`src/rtl/msrv2_wr_en_pipe_generator.sv`:
```
`default_nettype none
// ============================================================================
// Module   : msrv2_wr_en_pipe_generator
// Brief    : LAT-deep per-channel write-enable pipeline with flush kill,
//            post-flush shadow window and saturating drop counter.
// Revision : 1.0 - initial release
// ============================================================================
module msrv2_wr_en_pipe_generator #(
    parameter int                NUM_CH     = 2,
    parameter int                LAT        = 1,
    parameter int                SHADOW     = 2,
    parameter logic [NUM_CH-1:0] FLUSH_MASK = {NUM_CH{1'b1}},
    parameter int                CNT_W      = 8
) (
    input  logic              clk_in,
    input  logic              rst_in,
    input  logic              flush_in,
    input  logic              stall_in,
    input  logic [NUM_CH-1:0] wr_en_reg_in,
    output logic [NUM_CH-1:0] wr_en_file_out,
    output logic              busy_out,
    output logic [1:0]        state_out,
    output logic [CNT_W-1:0]  drop_cnt_out
);
    localparam logic [1:0] C_ST_RUN      = 2'b00;
    localparam logic [1:0] C_ST_FLUSH    = 2'b01;
    localparam logic [1:0] C_ST_SHADOW   = 2'b10;
    localparam logic [3:0] C_SHADOW_LAST = (SHADOW > 0) ? 4'(SHADOW - 1) : 4'd0;

    logic [LAT-1:0][NUM_CH-1:0] r_stg;
    logic [1:0]                 r_state;
    logic [3:0]                 r_shadow_cnt;
    logic [CNT_W-1:0]           r_drop_cnt;

    logic [NUM_CH-1:0]          w_kill_mask;
    logic [NUM_CH-1:0]          w_flush_mask;
    logic [NUM_CH-1:0]          w_stg_any;
    logic [LAT-1:0][NUM_CH-1:0] w_stg_src;
    logic                       w_drop;

    // Flush clears masked bits immediately; the FLUSH/SHADOW states also block new inputs.
    assign w_flush_mask = FLUSH_MASK & {NUM_CH{flush_in}};
    assign w_kill_mask  = (flush_in || (r_state != C_ST_RUN)) ? FLUSH_MASK : '0;

    always_comb begin
        w_stg_any    = '0;
        w_stg_src    = '0;
        w_stg_src[0] = wr_en_reg_in & ~w_kill_mask;
        for (int k = 0; k < LAT; k++) begin
            w_stg_any = w_stg_any | r_stg[k];
        end
        for (int k = 1; k < LAT; k++) begin
            w_stg_src[k] = r_stg[k-1];
        end
    end

    assign w_drop = (!stall_in && (|(wr_en_reg_in & w_kill_mask))) ||
                    (|(w_stg_any & w_flush_mask));

    always_ff @(posedge clk_in) begin
        if (!rst_in) begin
            r_stg <= '0;
        end else begin
            for (int k = 0; k < LAT; k++) begin
                if (stall_in) begin
                    r_stg[k] <= r_stg[k] & ~w_flush_mask;
                end else begin
                    r_stg[k] <= w_stg_src[k] & ~w_flush_mask;
                end
            end
        end
    end

    always_ff @(posedge clk_in) begin
        if (!rst_in) begin
            r_state      <= C_ST_RUN;
            r_shadow_cnt <= 4'd0;
        end else begin
            case (r_state)
                C_ST_RUN: begin
                    if (flush_in) begin
                        r_state <= C_ST_FLUSH;
                    end
                end
                C_ST_FLUSH: begin
                    if (!flush_in) begin
                        if (SHADOW > 0) begin
                            r_state      <= C_ST_SHADOW;
                            r_shadow_cnt <= C_SHADOW_LAST;
                        end else begin
                            r_state <= C_ST_RUN;
                        end
                    end
                end
                C_ST_SHADOW: begin
                    if (flush_in) begin
                        r_state <= C_ST_FLUSH;
                    end else if (r_shadow_cnt == 4'd0) begin
                        r_state <= C_ST_RUN;
                    end else begin
                        r_shadow_cnt <= r_shadow_cnt - 4'd1;
                    end
                end
                default: begin
                    r_state <= C_ST_RUN;
                end
            endcase
        end
    end

    always_ff @(posedge clk_in) begin
        if (!rst_in) begin
            r_drop_cnt <= '0;
        end else if (w_drop && (r_drop_cnt != '1)) begin
            r_drop_cnt <= r_drop_cnt + CNT_W'(1);
        end
    end

    // Stall hides the last stage so a held enable commits only once, on release.
    assign wr_en_file_out = r_stg[LAT-1] & ~{NUM_CH{stall_in}} & ~w_flush_mask;
    assign busy_out       = |w_stg_any;
    assign state_out      = r_state;
    assign drop_cnt_out   = r_drop_cnt;

endmodule
`default_nettype wire

```
`config.mk`:
```
export PLATFORM = sky130hd
export DESIGN_NAME = msrv2_wr_en_pipe_generator
export DESIGN_NICKNAME = d
export VERILOG_FILES = /design/src/rtl/msrv2_wr_en_pipe_generator.sv
export SDC_FILE = /design/constraint.sdc
export NUM_CORES = 1
export LEC_CHECK = 0
export ABC_AREA = 1
export CORE_MARGIN = 8
export CORE_UTILIZATION = 53
export DETAILED_ROUTE_END_ITERATION = 8
export PLACE_DENSITY_LB_ADDON = 0.2
export SLEW_MARGIN = 20
export SYNTH_ARGS = -nofsm -noshare
export SYNTH_HDL_FRONTEND = slang
export SYNTH_SLANG_ARGS = --single-unit
```
`constraint.sdc`:
```
create_clock -name clk_in -period 3.15 [get_ports clk_in]
set_input_delay 0.63 -clock clk_in [delete_from_list [all_inputs] [get_ports clk_in]]
set_output_delay 0.63 -clock clk_in [all_outputs]
set_load 0.03 [all_outputs]
```
==> results <==
- The detailed router's first-iteration violation count is 15.
- The path class of the tightest hold or removal check is reg2reg.
- Along the worst path, the maximum fanout reaches 5.
- The minimum period implied by the final worst setup slack is 2.68 ns.
- The die outline area is 0.00327 mm².
- On the worst path, the slowest cell contributes a delay of 0.70 ns.
- The die is 57.2 µm tall.
- The most frequent standard cell in the layout excluding fill and tap cells is nand2_1.
- The clock network burns 32.6% of the power.
- The maximum clock insertion buffer count is 2.
- Entering global routing, the biggest net connects 10 pins.
- The wire length of the first global-routing pass is 3390 µm.
- Gates resized during post-CTS repair numbered 0.
- In the routed design, unresolved DRC markers number 0.
- The number of antenna violations at the first check in global routing was 0.
- The final-report max-slew violation count is 0.
- The count of buffers inserted at the top-level ports is 18.
- The total overflow reported by the global router is 0.
- The normalized max-slew margin is 77.9%.
- The static power due to leakage is 0.506 nW.
- The share of power burned in combinational logic is 15.7%.
- Setup repair after global routing left no endpoint under its margin.
- The mean number of vias per cell is 5.03.
- The distinct cell type count after synthesis is 21.
- The overall die width is around 57 µm.
- Once the floorplan was initialized, standard cells occupied 54.4% of the core.
- The estimated wirelength of the detail-placed design is 1470 µm.
- The final antenna-violating net count is 0.
- Timing would allow up to 0.374 GHz.
- The register bit count reported by yosys is 16.
- For the worst setup path, the data required time is roughly 2.5 ns.
- In this run the count of I/O pins placed on the die edge is 19.
- The start-to-end type of the worst setup path is in2out.
- The critical path goes through clkdlybuf4s50_1, nor3_1, clkdlybuf4s50_1.
- The first TritonRoute pass finished after 4 iterations.
- The wire length per cell is 10.6 µm.
- Relative to the synthesized area, the layout overhead comes to 26.0%.
- For the pin with the worst max-slew slack, the measured transition is 0.330 ns.
- In this run the clock root is driven by a clkbuf_4.
- The worst path meets setup with 0.474 ns of slack.
- The depth of the most critical reg-to-reg path is 8.
- The tree built by TritonCTS fans out to 16 sinks.
- The final-report hold violation count is 0.
- The number of instances in the synthesized netlist is around 140.
- After clock tree synthesis, the setup repair step added 0 buffers.
- STA classifies the critical path endpoint as an output pin.
- The worst-case IR drop observed on VDD is 0.275 mV.
- On the critical path the largest part of the delay comes from buffers and inverters.
- The fraction of layout instances using a drive strength above 1 is between 10 and 15%.
- Wires add up to roughly 1900 µm.
- The repair_antennas step left the layout with diodes totalling 0.
- The net switching component of the power is 0.112 mW.
- The cell with the largest stage delay on the worst path is clkdlybuf4s50_1.
- The overall via count from detail_route is 881.
- The number of core rows is 15.
- The number of buffers added by the clock tree synthesis step is 3.
- The net count reported at finish is 167.
- The cell repeated most along the worst path is clkdlybuf4s50_1.
- CTS built an H-tree with a depth of 1.
- The number of global-route vias before repair is 866.
- The flow ran to the end, and the final reports show no timing, DRC or antenna violations.
- The count of buffering cells on the critical path with inverters included is 2.
- The depth of the critical timing path with buffers and inverters included is 3.
- The post-synthesis instance area is approximately 900 µm².
- STA classifies the critical path startpoint as an input pin.
- The latest clock arrival within the worst-skew pair is 0.29 ns.
- The total setup violations reported at the end of the flow is 0.
- Power spread over the standard cell area amounts to 368 mW/mm².
- The mean cell area of the mapped netlist is 6.56 µm².
- Dividing the final minimum period by the clock period gives 85.0%.
- TritonCTS built the clock tree.
- Registers are responsible for 51.7% of the overall power.
- STA puts the critical path data arrival time at between 2 and 2.5 ns.
- In the final timing run, aggregate negative setup slack is 0 ns.
- Net switching is 26.8% of the power.
- The sequential area share after synthesis is between 30% and 40%.
- The overall track demand over capacity in global routing is 12.2%.
- Yosys printed 0 warnings.
- The design internal power is between 0.3 and 0.4 mW.
- The congestion estimate from routability-driven global placement came to 0.781.
- The final setup skew is 0.000434 ns.
- In this run the standard cell core region covers approximately 0.0017 mm².
- The placement-stage worst setup slack is slightly below 0.5 ns.
- The count of hold-fix buffers inserted at cts is 0.
- The tool flagged a number of max-cap violations equal to 0.
- The count of cells along the worst hold path is 2.
- The number of nets handed over by synthesis was 145.
- In the layout the commonest cells are 34 x nand2_1, 20 x inv_1, 18 x clkdlybuf4s50_1.
- Clock-pin slew was measured on the worst setup and hold paths at 0.09 ns.
-- cell type report --
class	count	area [µm²]
multi-input cells	96	483
fillers	151	519
repair buffers	18	180
well taps	17	21.3
flip-flops and latches	16	320
clock buffers	4	36.3
inverters	24	91.3
-- cell usage after synthesis (all sizes together) --
library cell,instances,area share [%]
nand2,39,19
inv,23,9.6
nor2,18,8.4
dfxtp,16,36
nand3,13,8.4
a21oi,9,5.0
o21ai,5,2.8
nor3,3,1.7
ha,2,2.8
nand4,2,1.4
or2,2,1.4
a211oi,1,0.84
clkbuf,1,0.42
clkinv,1,0.56
nand3b,1,0.84
xor2,1,0.98
-- stage by stage --
step / power (mW) / instance area, µm² / utilization [%] / instances / hold slack, ns
4_1_cts: 0.422 / 1130 / 68.6 / 175 / 0.493
3_3_place_gp: 0.285 / 1100 / 66.4 / 171 / 0.467
3_5_place_dp: 0.286 / 1100 / 66.4 / 171 / 0.478
6_report: 0.417 / 1130 / 68.6 / 175 / 0.484
2_1_floorplan: 0.262 / 898 / - / 137 / 0.452
5_1_grt: 0.436 / 1130 / 68.6 / 175 / 0.514
-- power by group through the flow --
stage | Combinational, mW | Clock (mW) | Sequential [mW]
3_3_place_gp | 0.0645 | 0 | 0.220
5_1_grt | 0.0737 | 0.146 | 0.217
3_5_place_dp | 0.0661 | 0 | 0.220
2_1_floorplan | 0.0352 | 0 | 0.227
4_1_cts | 0.0664 | 0.139 | 0.216
6_report | 0.0655 | 0.136 | 0.216
-- cell families (layout without fill, tap and decap cells) --
kind of cell | after synthesis | count (layout) | synth area share (%)
buf+inv | 25 | 46 | 10.6
fa+ha+maj | 2 | 2 | 2.79
flops | 16 | 16 | 35.7
xor+xnor | 1 | 1 | 0.975
compound gates | 15 | 15 | 8.63
simple gates | 78 | 78 | 41.4
-- worst paths after layout --
| kind | endpoint | from | slack [ns] |
|---|---|---|---|
| worst max-delay path | wr_en_file_out[0] | flush_in | 0.47 |
| worst min-delay path | r_shadow_cnt[1]$_SDFFE_PN0P_ | r_shadow_cnt[1]$_SDFFE_PN0P_ | 0.48 |
| worst max register to register | drop_cnt_out[1]$_SDFFE_PN0P_ | drop_cnt_out[0]$_SDFFE_PN0P_ | 1.80 |
| worst min register to register | r_shadow_cnt[1]$_SDFFE_PN0P_ | r_shadow_cnt[1]$_SDFFE_PN0P_ | 0.48 |
-- routing by layer --
layer  track usage (%)  vias to the layer above  wire length (µm)
met5                 0                        -                 0
met4              4.70                        0                27
met3              3.33                        5                91
met2              21.6                       11               912
met1              13.4                      392               829
li1                  -                      473                 -
-- sequential cells by signal, summed over array words and instances, names as in the netlist --
name / flops
r_stg: 2
drop_cnt_out: 8
r_shadow_cnt: 4
state_out: 2
-- worst register-to-register path, stage by stage, from the launching register on --
cell	delay, ns
dfxtp_1	0.43
ha_1	0.23
nand3_2	0.11
clkinv_2	0.10
nand2_4	0.09
nand2_4	0.12
inv_2	0.04
nor2_1	0.08
nor2_1	0.05
Power figures use the tool's default switching activity.
==> edit, RTL diff (same flow settings) <==
Set the parameter `LAT` to 2 (it was 1).
--- a/src/rtl/msrv2_wr_en_pipe_generator.sv
+++ b/src/rtl/msrv2_wr_en_pipe_generator.sv
@@ -7,7 +7,7 @@
 // ============================================================================
 module msrv2_wr_en_pipe_generator #(
     parameter int                NUM_CH     = 2,
-    parameter int                LAT        = 1,
+    parameter int                LAT        = 2,
     parameter int                SHADOW     = 2,
     parameter logic [NUM_CH-1:0] FLUSH_MASK = {NUM_CH{1'b1}},
     parameter int                CNT_W      = 8
Check against the original RTL: not equivalent (Yosys sat finds a counterexample within 4 cycles, from zero or initial values and one cycle with rst_in low).
==> edit against the unedited design <==
Largest cell class unchanged. Power is 13% higher. Global-route usage increased by 0.84 points. Sequential cell count up 2. Cell area grew 6.6%. Setup slack lost 0.17 ns. Wire length up 13%. Synthesized area is 9.1% higher.
==> edit: results (changes against the unedited design) <==
| Metric | Value |
|---|---|
| Outcome | `finished, final reports clean` |
| Synthesized netlist cell count | `136 (-0.73%)` |
| List of most frequent post-synthesis cells | `31 x nand2_1, 18 x dfxtp_1, 16 x nand3_1, 16 x nor2_1, 12 x inv_1` |
| GR Util met3 | `3.04% (-0.29 points)` |
| Worst-case clock buffer depth | `2 (unchanged)` |
| FF-to-FF path depth | `7 (-1)` |
| CP Max Fanout | `11 (+6)` |
| Routed wire length on met2 | `1.02 mm (+12%)` |
| Worst Path Arrival | `2.21 ns (+0.16 ns)` |
| Post-synthesis xor/xnor area fraction | `0.894% (-0.081 points)` |
| Global Route met1 Usage | `14.6% (+1.2 points)` |
| Slew HR | `58.7% (-19 points)` |
| End of the critical path | `wr_en_file_out[1]` |
| Placed Cells | `176 (+2.9%)` |
| Met2 Use GR | `22.7% (+1.2 points)` |
| DR top layer | `met4` |
| Via/cell ratio | `5.14 (+2.1%)` |
| Clock Skew | `0.00190 ns (+0.00147 ns)` |
| Clk slew on worst S/H paths | `0.11 ns (+0.02 ns)` |
| DP Wirelength | `1.57 mm (+6.6%)` |
| Drt initial violations | `13 (-2)` |
| Global Route Usage Sum | `13.0% (+0.84 points)` |
| Crit-path max cell delay | `0.68 ns (-0.02 ns)` |
| Largest net degree at the start of global routing | `17 (+7)` |
| Synth Area in Compound Gates | `15.2% (+6.6 points)` |
| Post-synthesis adder-cell area fraction | `2.55% (-0.23 points)` |
| Hold Crit Class | `flop to flop` |
| Worst vdd ir | `0.000226 V (-18%)` |
| Pleak | `0.496 nW (-2.0%)` |
| IO buf count | `18 (unchanged)` |
| Synth cell types | `24 (+14%)` |
| Vias in the first global route | `884 (+2.1%)` |
| Worst R2R End | `drop_cnt_out[1]` |
| WL per Instance | `11.7 um (+9.9%)` |
| DRT Wirelength | `2.10 mm (+13%)` |
| Top post-synthesis cells by area | `dfxtp_1 37%, nand2_1 12%, nand3_1 8.2%` |
| Drt first pass iters | `4 (unchanged)` |
| N_diodes | `0 (unchanged)` |
| Worst skew pair latency | `0.29 ns (about the same)` |
| Met3 WL | `77 um (-15%)` |
| First-pass GRT wire length | `3.62 mm (+6.7%)` |
| Layout cells sized above 1 | `11.6% (+0.22 points)` |
| R2R Setup Slk | `1.71 ns (-0.09 ns)` |
| GP Congestion | `0.847 (+8.5%)` |
| Seq/Total Area, Yosys | `36.8% (+1.1 points)` |
| Final nets | `164 (-1.8%)` |
| Yosys synthesis warning count | `0 (unchanged)` |
| Wl on met1 | `994 um (+20%)` |
| Mux cell area share after synthesis | `0% (unchanged)` |
==> edit: cell count changes in the layout (fill, tap and decap cells not counted), moves of 2 or more <==
cell      before  now
inv_1         20   12
a21oi_2        0    6
nand3_1       11   16
nand2_1       34   31
a211oi_1       1    3
a21oi_1        9    7
dfxtp_1       16   18
inv_2          3    1
nand3_2        2    0
nand3b_1       1    3
or2_2          2    0
==> edit: layout make-up <==
class                           instances  area share, %
Tap cell                               25           2.59
Clock buffer                            4           3.01
Sequential cell                        18           29.8
Timing Repair Buffer                   18           14.9
Multi-Input combinational cell        102           45.6
Inverter                               13           4.04
==> edit: power by group <==
group          leakage, nW  switching (mW)  total, mW  internal [mW]
logic                0.328          0.0485     0.0790         0.0305
registers            0.146         0.00845      0.244          0.236
clock network       0.0210          0.0761      0.147         0.0704
==> edit: worst reg2reg max path, delay by kind of cell, from the launching register on <==
| kind | cells | cell delay, ns |
|---|---|---|
| simple gates | 4 | 0.46 |
| flops | 1 | 0.43 |
| buf+inv | 1 | 0.16 |
| fa+ha+maj | 1 | 0.21 |
| compound gates | 1 | 0.12 |
==> edit: per-stage QoR <==
step                      worst slack, ns  power, mW  hold WS [ns]  area [sq um]  utilization [%]
after floorplan                      1.19      0.301         0.471           980                -
after global placement              0.367      0.325         0.486          1170             67.8
after detailed placement            0.321      0.328         0.497          1170             67.8
after CTS                           0.311      0.472         0.512          1210             69.9
after global routing                0.236      0.494         0.523          1210             69.9
final                               0.308      0.470         0.509          1210             69.9
==> edit: worst min-delay path by stage <==
stage                      end  depth (start not counted)
2_1_floorplan         r_stg[3]                          2
3_3_place_gp      state_out[0]                          1
3_5_place_dp   r_shadow_cnt[1]                          2
4_1_cts        r_shadow_cnt[1]                          2
5_1_grt        r_shadow_cnt[1]                          2
6_report       r_shadow_cnt[1]                          2
